[src/rtl/hdmi_timing_pkg.sv]
// Shared types and default 640x480@60 timing for the HDMI video timing controller.
package hdmi_timing_pkg;

    typedef enum logic [1:0] {
        ST_IDLE,
        ST_RUN,
        ST_DRAIN
    } state_t;

    typedef enum logic [1:0] {
        PH_SYNC,
        PH_BACK,
        PH_ACTIVE,
        PH_FRONT
    } phase_t;

    localparam int CNT_W_DEF = 12;

    localparam int H_SYNC_640   = 96;
    localparam int H_BACK_640   = 48;
    localparam int H_ACTIVE_640 = 640;
    localparam int H_FRONT_640  = 16;
    localparam int V_SYNC_480   = 2;
    localparam int V_BACK_480   = 33;
    localparam int V_ACTIVE_480 = 480;
    localparam int V_FRONT_480  = 10;

endpackage

[src/rtl/hdmi_timing_ctrl_axis_cnt.sv]
// Generic wrapping counter for one video axis, decoding SYNC/BACK/ACTIVE/FRONT phases.
module timing_axis_cnt
    import hdmi_timing_pkg::*;
#(
    parameter int SYNC   = H_SYNC_640,
    parameter int BACK   = H_BACK_640,
    parameter int ACTIVE = H_ACTIVE_640,
    parameter int FRONT  = H_FRONT_640,
    parameter int CNT_W  = CNT_W_DEF
) (
    input  logic             sys_clk,
    input  logic             sys_rst,
    input  logic             clear,
    input  logic             step,
    output logic [CNT_W-1:0] cnt,
    output phase_t           phase,
    output logic             last
);

    localparam logic [CNT_W-1:0] SYNC_END   = CNT_W'(SYNC);
    localparam logic [CNT_W-1:0] BACK_END   = CNT_W'(SYNC + BACK);
    localparam logic [CNT_W-1:0] ACTIVE_END = CNT_W'(SYNC + BACK + ACTIVE);
    localparam logic [CNT_W-1:0] LAST_CNT   = CNT_W'(SYNC + BACK + ACTIVE + FRONT - 1);

    // last is combinational so the vertical axis can step in the same cycle the line ends
    assign last = (cnt == LAST_CNT);

    always_ff @(posedge sys_clk) begin
        if (sys_rst || clear) begin
            cnt <= '0;
        end else if (step) begin
            cnt <= last ? '0 : cnt + 1'b1;
        end
    end

    always_comb begin
        if (cnt < SYNC_END) begin
            phase = PH_SYNC;
        end else if (cnt < BACK_END) begin
            phase = PH_BACK;
        end else if (cnt < ACTIVE_END) begin
            phase = PH_ACTIVE;
        end else begin
            phase = PH_FRONT;
        end
    end

endmodule

[src/rtl/hdmi_timing_ctrl.sv]
// Video timing controller: frame FSM, h/v counters and a two-stage pixel request / sync pipeline.
module hdmi_timing_ctrl
    import hdmi_timing_pkg::*;
#(
    parameter int H_SYNC   = H_SYNC_640,
    parameter int H_BACK   = H_BACK_640,
    parameter int H_ACTIVE = H_ACTIVE_640,
    parameter int H_FRONT  = H_FRONT_640,
    parameter int V_SYNC   = V_SYNC_480,
    parameter int V_BACK   = V_BACK_480,
    parameter int V_ACTIVE = V_ACTIVE_480,
    parameter int V_FRONT  = V_FRONT_480,
    parameter bit SYNC_POL = 1'b0,
    parameter int CNT_W    = CNT_W_DEF
) (
    input  logic             sys_clk,
    input  logic             sys_rst,
    input  logic             en,
    output logic             busy,
    output logic             pix_req,
    output logic [CNT_W-1:0] pix_x,
    output logic [CNT_W-1:0] pix_y,
    output logic             hsync,
    output logic             vsync,
    output logic             de,
    output logic             frame_start
);

    localparam int H_TOTAL = H_SYNC + H_BACK + H_ACTIVE + H_FRONT;
    localparam int V_TOTAL = V_SYNC + V_BACK + V_ACTIVE + V_FRONT;
    localparam logic [CNT_W-1:0] H_OFS = CNT_W'(H_SYNC + H_BACK);
    localparam logic [CNT_W-1:0] V_OFS = CNT_W'(V_SYNC + V_BACK);

    if (H_TOTAL >= (1 << CNT_W) || V_TOTAL >= (1 << CNT_W)) begin : g_bad_params
        $error("hdmi_timing_ctrl: H_TOTAL or V_TOTAL does not fit in CNT_W bits");
    end

    state_t           state;
    logic             clear;
    logic             running;
    logic             frame_last;
    logic             req_next;
    logic [CNT_W-1:0] h_cnt;
    logic [CNT_W-1:0] v_cnt;
    phase_t           h_phase;
    phase_t           v_phase;
    logic             h_last;
    logic             v_last;
    logic             s1_hsync;
    logic             s1_vsync;
    logic             s1_fstart;

    assign clear      = (state == ST_IDLE);
    assign running    = (state != ST_IDLE);
    assign frame_last = h_last && v_last;
    assign req_next   = running && (h_phase == PH_ACTIVE) && (v_phase == PH_ACTIVE);

    timing_axis_cnt #(
        .SYNC(H_SYNC), .BACK(H_BACK), .ACTIVE(H_ACTIVE), .FRONT(H_FRONT), .CNT_W(CNT_W)
    ) u_h_cnt (
        .sys_clk(sys_clk), .sys_rst(sys_rst), .clear(clear), .step(1'b1),
        .cnt(h_cnt), .phase(h_phase), .last(h_last)
    );

    timing_axis_cnt #(
        .SYNC(V_SYNC), .BACK(V_BACK), .ACTIVE(V_ACTIVE), .FRONT(V_FRONT), .CNT_W(CNT_W)
    ) u_v_cnt (
        .sys_clk(sys_clk), .sys_rst(sys_rst), .clear(clear), .step(h_last),
        .cnt(v_cnt), .phase(v_phase), .last(v_last)
    );

    // A frame always runs to its last pixel; at that point en alone decides whether to continue
    always_ff @(posedge sys_clk) begin
        if (sys_rst) begin
            state <= ST_IDLE;
            busy  <= 1'b0;
        end else begin
            case (state)
                ST_IDLE: begin
                    if (en) begin
                        state <= ST_RUN;
                        busy  <= 1'b1;
                    end
                end
                ST_RUN, ST_DRAIN: begin
                    if (frame_last) begin
                        state <= en ? ST_RUN : ST_IDLE;
                        busy  <= en;
                    end else begin
                        state <= en ? ST_RUN : ST_DRAIN;
                    end
                end
                default: begin
                    state <= ST_IDLE;
                    busy  <= 1'b0;
                end
            endcase
        end
    end

    // Stage 1 issues the pixel request; stage 2 delays syncs to line up with de
    always_ff @(posedge sys_clk) begin
        if (sys_rst) begin
            pix_req     <= 1'b0;
            pix_x       <= '0;
            pix_y       <= '0;
            s1_hsync    <= 1'b0;
            s1_vsync    <= 1'b0;
            s1_fstart   <= 1'b0;
            de          <= 1'b0;
            hsync       <= ~SYNC_POL;
            vsync       <= ~SYNC_POL;
            frame_start <= 1'b0;
        end else begin
            pix_req <= req_next;
            if (req_next) begin
                pix_x <= h_cnt - H_OFS;
                pix_y <= v_cnt - V_OFS;
            end
            s1_hsync    <= running && (h_phase == PH_SYNC);
            s1_vsync    <= running && (v_phase == PH_SYNC);
            s1_fstart   <= running && (h_cnt == '0) && (v_cnt == '0);
            de          <= pix_req;
            hsync       <= s1_hsync ? SYNC_POL : ~SYNC_POL;
            vsync       <= s1_vsync ? SYNC_POL : ~SYNC_POL;
            frame_start <= s1_fstart;
        end
    end

endmodule

[config.mk]
export PLATFORM = sky130hd
export DESIGN_NAME = hdmi_timing_ctrl
export DESIGN_NICKNAME = d
export VERILOG_FILES = /design/src/rtl/hdmi_timing_pkg.sv /design/src/rtl/hdmi_timing_ctrl_axis_cnt.sv /design/src/rtl/hdmi_timing_ctrl.sv
export SDC_FILE = /design/constraint.sdc
export NUM_CORES = 1
export LEC_CHECK = 0
export BUFFER_PORTS_ARGS = -buffer_cell sky130_fd_sc_hd__buf_2
export CORE_ASPECT_RATIO = 1.1
export CORE_MARGIN = 1
export CORE_UTILIZATION = 30
export CTS_CLUSTER_SIZE = 16
export DETAILED_ROUTE_END_ITERATION = 10
export GPL_ROUTABILITY_DRIVEN = 1
export SLEW_MARGIN = 30
export SYNTH_ARGS = -nofsm -noshare
export SYNTH_HDL_FRONTEND = slang
export SYNTH_SLANG_ARGS = --single-unit
[constraint.sdc]
create_clock -name sys_clk -period 3.8 [get_ports sys_clk]
set_input_delay 0.57 -clock sys_clk [delete_from_list [all_inputs] [get_ports sys_clk]]
set_output_delay 0.57 -clock sys_clk [all_outputs]
set_load 0.01 [all_outputs]
* Word level (Yosys, flattened, before mapping)
Cells that the tools add are included.
Storage, ports and cells: bits in registers 59, output and inout port bits 30, logic and storage cells 66
Operators by class: $add $sub $neg 4, equal/unequal tests 8, reductions and logical operators 17, magnitude comparators 6, muxes and demuxes 17
Operator list (number):
- 12-bit by 1-bit adder with 12-bit output (second input constant) | 2
- 12-bit by 10-bit == test with 1-bit output (second input constant) | 2
- 12-bit zero test | 2
- 12-bit by 10-bit less-than comparator with 1-bit output (second input constant) | 2
- 2-bit 2-to-1 mux | 7
- 12-bit by 2-bit less-than comparator with 1-bit output (second input constant) | 1
- 12-bit by 6-bit less-than comparator with 1-bit output (second input constant) | 1
- 12-bit by 7-bit less-than comparator with 1-bit output (second input constant) | 1
- 12-bit by 8-bit less-than comparator with 1-bit output (second input constant) | 1
- 12-bit 2-to-1 mux | 1
- 12-bit by 6-bit subtractor with 12-bit output (second input constant) | 1
- 12-bit by 8-bit subtractor with 12-bit output (second input constant) | 1
- 1-bit logical AND | 7
- 1-bit 2-to-1 mux | 7
- 2-bit == test (second input constant) | 3
- 2-bit zero test | 3
- 2-bit inequality test (second input constant) | 2
- 2-bit one-hot mux with 2 select lines | 1
- 2-bit OR reduction | 2
- 2-bit by 1-bit == test with 1-bit output (second input constant) | 1
- 1-bit one-hot mux with 2 select lines | 1
- 2-bit AND reduction | 1
- 2-bit nonzero test | 1
- 1-bit logical OR | 1

* Logic depth before layout (Yosys ltp)
depth in word-level cells 7, mapped depth 9, gate-level depth less buffers 7

* Cells and area by module
A second synthesis with hierarchy kept.
Unflattened totals: cells, all modules 327, area, all modules 2864.0 um^2
Modules (own cells, without submodules):
- hdmi_timing_ctrl | instances 1, area an instance 1577.8 um^2, cells an instance 179, seq. area each 700.7 um^2
- timing_axis_cnt (u_h_cnt) | instances 1, area an instance 643.1 um^2, cells an instance 73, seq. area each 240.2 um^2
- timing_axis_cnt (u_v_cnt) | instances 1, area an instance 643.1 um^2, cells an instance 75, seq. area each 240.2 um^2

* Worst setup path after synthesis
No wires, ideal clock.
kind register to register, from register u_h_cnt.cnt[4], to register pix_x[8], path buffers 2, period minus slack after synthesis 2.153 ns, setup slack 1.647 ns, cell stages (with the launch flop) 10, required time 3.726 ns, arrival time 2.079 ns, library setup time 0.074 ns, cells stage by stage dfxtp_1 -> clkbuf_1 -> inv_1 -> ha_1 -> inv_1 -> o21ai_0 -> a211o_1 -> clkbuf_1 -> or4_1 -> o21ai_0
On the way: word-level cells in the longest chain between the ends 7, elaborated cells between the ends (all ways) 10, those cells by class add/sub: 1; order compare: 3; eq/ne: 1; mux: 3; reduce/logical: 2
Ends and longest elaborated chain:
- start: declaration | line hdmi_timing_ctrl_axis_cnt.sv:15 | output logic [CNT_W-1:0] cnt,
- start signal: assignment | line hdmi_timing_ctrl_axis_cnt.sv:32 | cnt <= last ? '0 : cnt + 1'b1;
- 12-bit by 10-bit less-than comparator with 1-bit output | line hdmi_timing_ctrl_axis_cnt.sv:41 | end else if (cnt < ACTIVE_END) begin
- 1-bit 2-to-1 mux | line hdmi_timing_ctrl_axis_cnt.sv:41
- 2-bit 2-to-1 mux | line hdmi_timing_ctrl_axis_cnt.sv:39 | end else if (cnt < BACK_END) begin
- 2-bit 2-to-1 mux | line hdmi_timing_ctrl_axis_cnt.sv:37 | if (cnt < SYNC_END) begin
- 2-bit == test | line hdmi_timing_ctrl.sv:56 | assign req_next = running && (h_phase == PH_ACTIVE) && (v_phase == PH_ACTIVE);
- 1-bit logical AND (2 in series) | line hdmi_timing_ctrl.sv:56
- end signal: assignment | line hdmi_timing_ctrl.sv:117 | pix_x <= h_cnt - H_OFS;
- end: declaration | line hdmi_timing_ctrl.sv:21 | output logic [CNT_W-1:0] pix_x,
Several ways; a longest one is shown, not always the timed one. A chain may end at the register's enable or synchronous reset.

* Final worst setup path
from register u_h_cnt.cnt[4], to register pix_x[5]
Same word-level chain as after synthesis.

==> flow_metrics.tcl <==
set metrics [dict create \
    worst_slack_ps 1316 \
    grt-ovfl-total 0 \
    tightest_slew_ps 769.2 \
    p_clk_share_pct 48.3 \
    first_pass_iters 4 \
    ctsResizeCount 0 \
    synth_area_leaders "dfxtp_1 42%, xnor2_1 5.3%, a21oi_1 4.6%" \
    syn_to_final_growth_pct 15.23 \
    io_pins 33 \
    yosys_warnings 0 \
    clockRootBuffer "clkbuf_8" \
    place_inst 445 \
    setup_viol 0 \
    path_clk_slew_ps 70 \
    core_um2 8964 \
    dieArea_um2 9759 \
    drtAntennaViolNets 0 \
    hold_path_class "flip-flop to flip-flop" \
    rsz0062_at_grt "false" \
    ys_seq_elements 59 \
    skew_ps 10.83 \
    ys.flop_type "dfxtp_1" \
    pre_cts_ws_ps 1316 \
    p_leak_uw 0.001213 \
    cts_tree "yes" \
    status "complete, no violations" \
    worstPathRequired_ps 4010 \
    final_nets 355 \
    ir_worst_vdd_mv 0.1370 \
    power_density_nw_per_um2 413.0 \
    wl_met2_um 2915 \
    syn_avg_cell_area_um2 8.755 \
    vias_per_cell 4.970 \
    rows 36 \
    syn_nets 334 \
    ys_seq_area_share_pct 42.03 \
    intPower_uw 1035 \
    cts_made_buffers 9 \
    drv_cap 0 \
    post-cts-setup-buffers 0 \
    clk_path_buf_depth 2 \
    comb_power_share_pct 4.2 \
    synth_cells 321 \
    synth_edf_count 0 \
    drt_wl_total_um 6160 \
    grt_pass1_vias 2116 \
    drc 0 \
    wl_met1_um 2791 \
    grt_pass1_wl_um 10270 \
    max_slew_margin_pct 48.38 \
    yosys.area.top_type "dfxtp_1" \
    timing.hold.ws_ps 374.9 \
    wl_per_cell_um 13.36 \
    synth_area_um2 2810 \
    track_usage_pct 13.58 \
    synth_cell_types 45 \
    gp_congestion 0.8343 \
    final_hold_viol_count 0 \
    max_freq_mhz 402.6 \
    crit_type "flip-flop to flip-flop" \
    path_max_fanout 12 \
    min_period_over_period_pct 65.37 \
    die_w_um 94.28 \
    antenna_found_initial 0 \
    initial_core_util_pct 31.35 \
    pwr-share-seq_pct 47.5 \
    top_layer "met4" \
    start_kind "flip-flop" \
    dr_total_vias 2291 \
    cts_max_level 3 \
    n_antenna_cell 0 \
    cts_sinks 59 \
    final.min_clock_period_ps 2484 \
    netlist.area_leader.share_pct 42.03 \
    dp_hpwl_um 4415 \
    cp-end-kind "flip-flop" \
    fin_tns_setup_ps 0 \
    p_sw_uw 302.5 \
    critPathArrivalTime_ps 2690 \
    drtIter0Drc 143 \
    utilization_pct 36.13 \
    grt_max_degree 38 \
    hold_buffers 0 \
    fp.dieH_um 103.5 \
    drive_above_1_share_pct 17.00 \
    numPortBuffers 32 \
    async_flop_share_pct 0 \
    clk-insertion-delay-late_ps 350 \
    fin_cells 461 \
    met3_length_um 324 \
    switching_share_pct 22.62 \
    slew_violations 0 \
]
## final timing paths
path / startpoint / end / slack [ps] / cells after the start
setup / recovery: u_h_cnt.cnt[4]$_SDFF_PP0_ / pix_x[5]$_SDFFE_PP0P_ / 1320 / 8
hold / removal: s1_vsync$_SDFF_PP0_ / vsync$_SDFF_PP1_ / 370 / 1
setup reg to reg: u_h_cnt.cnt[4]$_SDFF_PP0_ / pix_x[5]$_SDFFE_PP0P_ / 1320 / 8
hold reg to reg: s1_vsync$_SDFF_PP0_ / vsync$_SDFF_PP1_ / 370 / 1
## flip-flops by register name (all words and copies together) (netlist names), 2 cells and up
name         flops
pix_x           12
u_h_cnt.cnt     12
state            2
u_v_cnt.cnt     12
pix_y           12
## power groups by stage
| stage | logic, uW | clock network, uW | registers, uW |
|---|---|---|---|
| global route | 63.3 | 690 | 637 |
| floorplan | 38.6 | 0 | 650 |
| CTS | 56.3 | 661 | 635 |
| detailed placement | 56.4 | 0 | 649 |
| global placement | 55.4 | 0 | 649 |
| finish | 56.1 | 646 | 635 |
## placed cells by master (no fill, tap or decap), drive strengths merged, types with 11 or more instances in the layout
cell type	count
nor3	15
buf	35
dfxtp	59
a21oi	26
xnor2	17
a211oi	14
nand3	19
o21ai	17
nor2	28
nand2	15
inv	11
## cells by family (layout without fill, tap and decap cells)
family                   count (synthesis)  in the layout  synth area share [%]
adder cells (fa/ha/maj)                 10             10                 4.452
flip-flops                              59             59                 42.03
buffers and inverters                   36             62                 5.877
XOR/XNOR                                27             27                 8.415
AND/OR/NAND/NOR                        120            120                 23.11
AO/OA/AOI/OAI                           69             69                 16.12
## cell usage after synthesis, types with 7 or more instances
cell      instances
a211oi_1         13
a21oi_1          26
buf_2            15
clkbuf_1          7
dfxtp_1          59
ha_1             10
inv_1            11
nand2_1          15
nand2b_1          7
nand3_1          19
nor2_1           27
nor3_1           14
o21ai_0          16
xnor2_1          17
xor2_1           10
## cell type report
type	count	area, um2
repair buffers	35	182.7
clock inverters	6	88.84
well taps	114	142.6
clock buffers	10	137.6
flip-flops and latches	59	1181
fillers	903	5725
multi-input cells	226	1464
inverters	11	41.29
## critical path: stages (launching register included)
cell and delay (ps):
dfxtp_1 520, inv_1 110, ha_1 250, inv_1 60, o21ai_0 150, a211o_1 430
nor2_1 460, buf_4 270, a211oi_1 80
## metrics by stage
| step | area, um2 | power, uW |
|---|---|---|
| CTS | 3238 | 1353 |
| finish | 3238 | 1338 |
| detailed placement | 3012 | 705.7 |
| global placement | 3012 | 704.5 |
| floorplan | 2810 | 688.4 |
| global route | 3238 | 1390 |
## routing by layer
metal  track usage (%)  vias up
met5                 0        -
met4             6.923        0
met3             3.524       10
met2             21.17       62
met1             17.00     1054
li1                  -     1165
No activity file was read; power rests on OpenSTA's default activity.
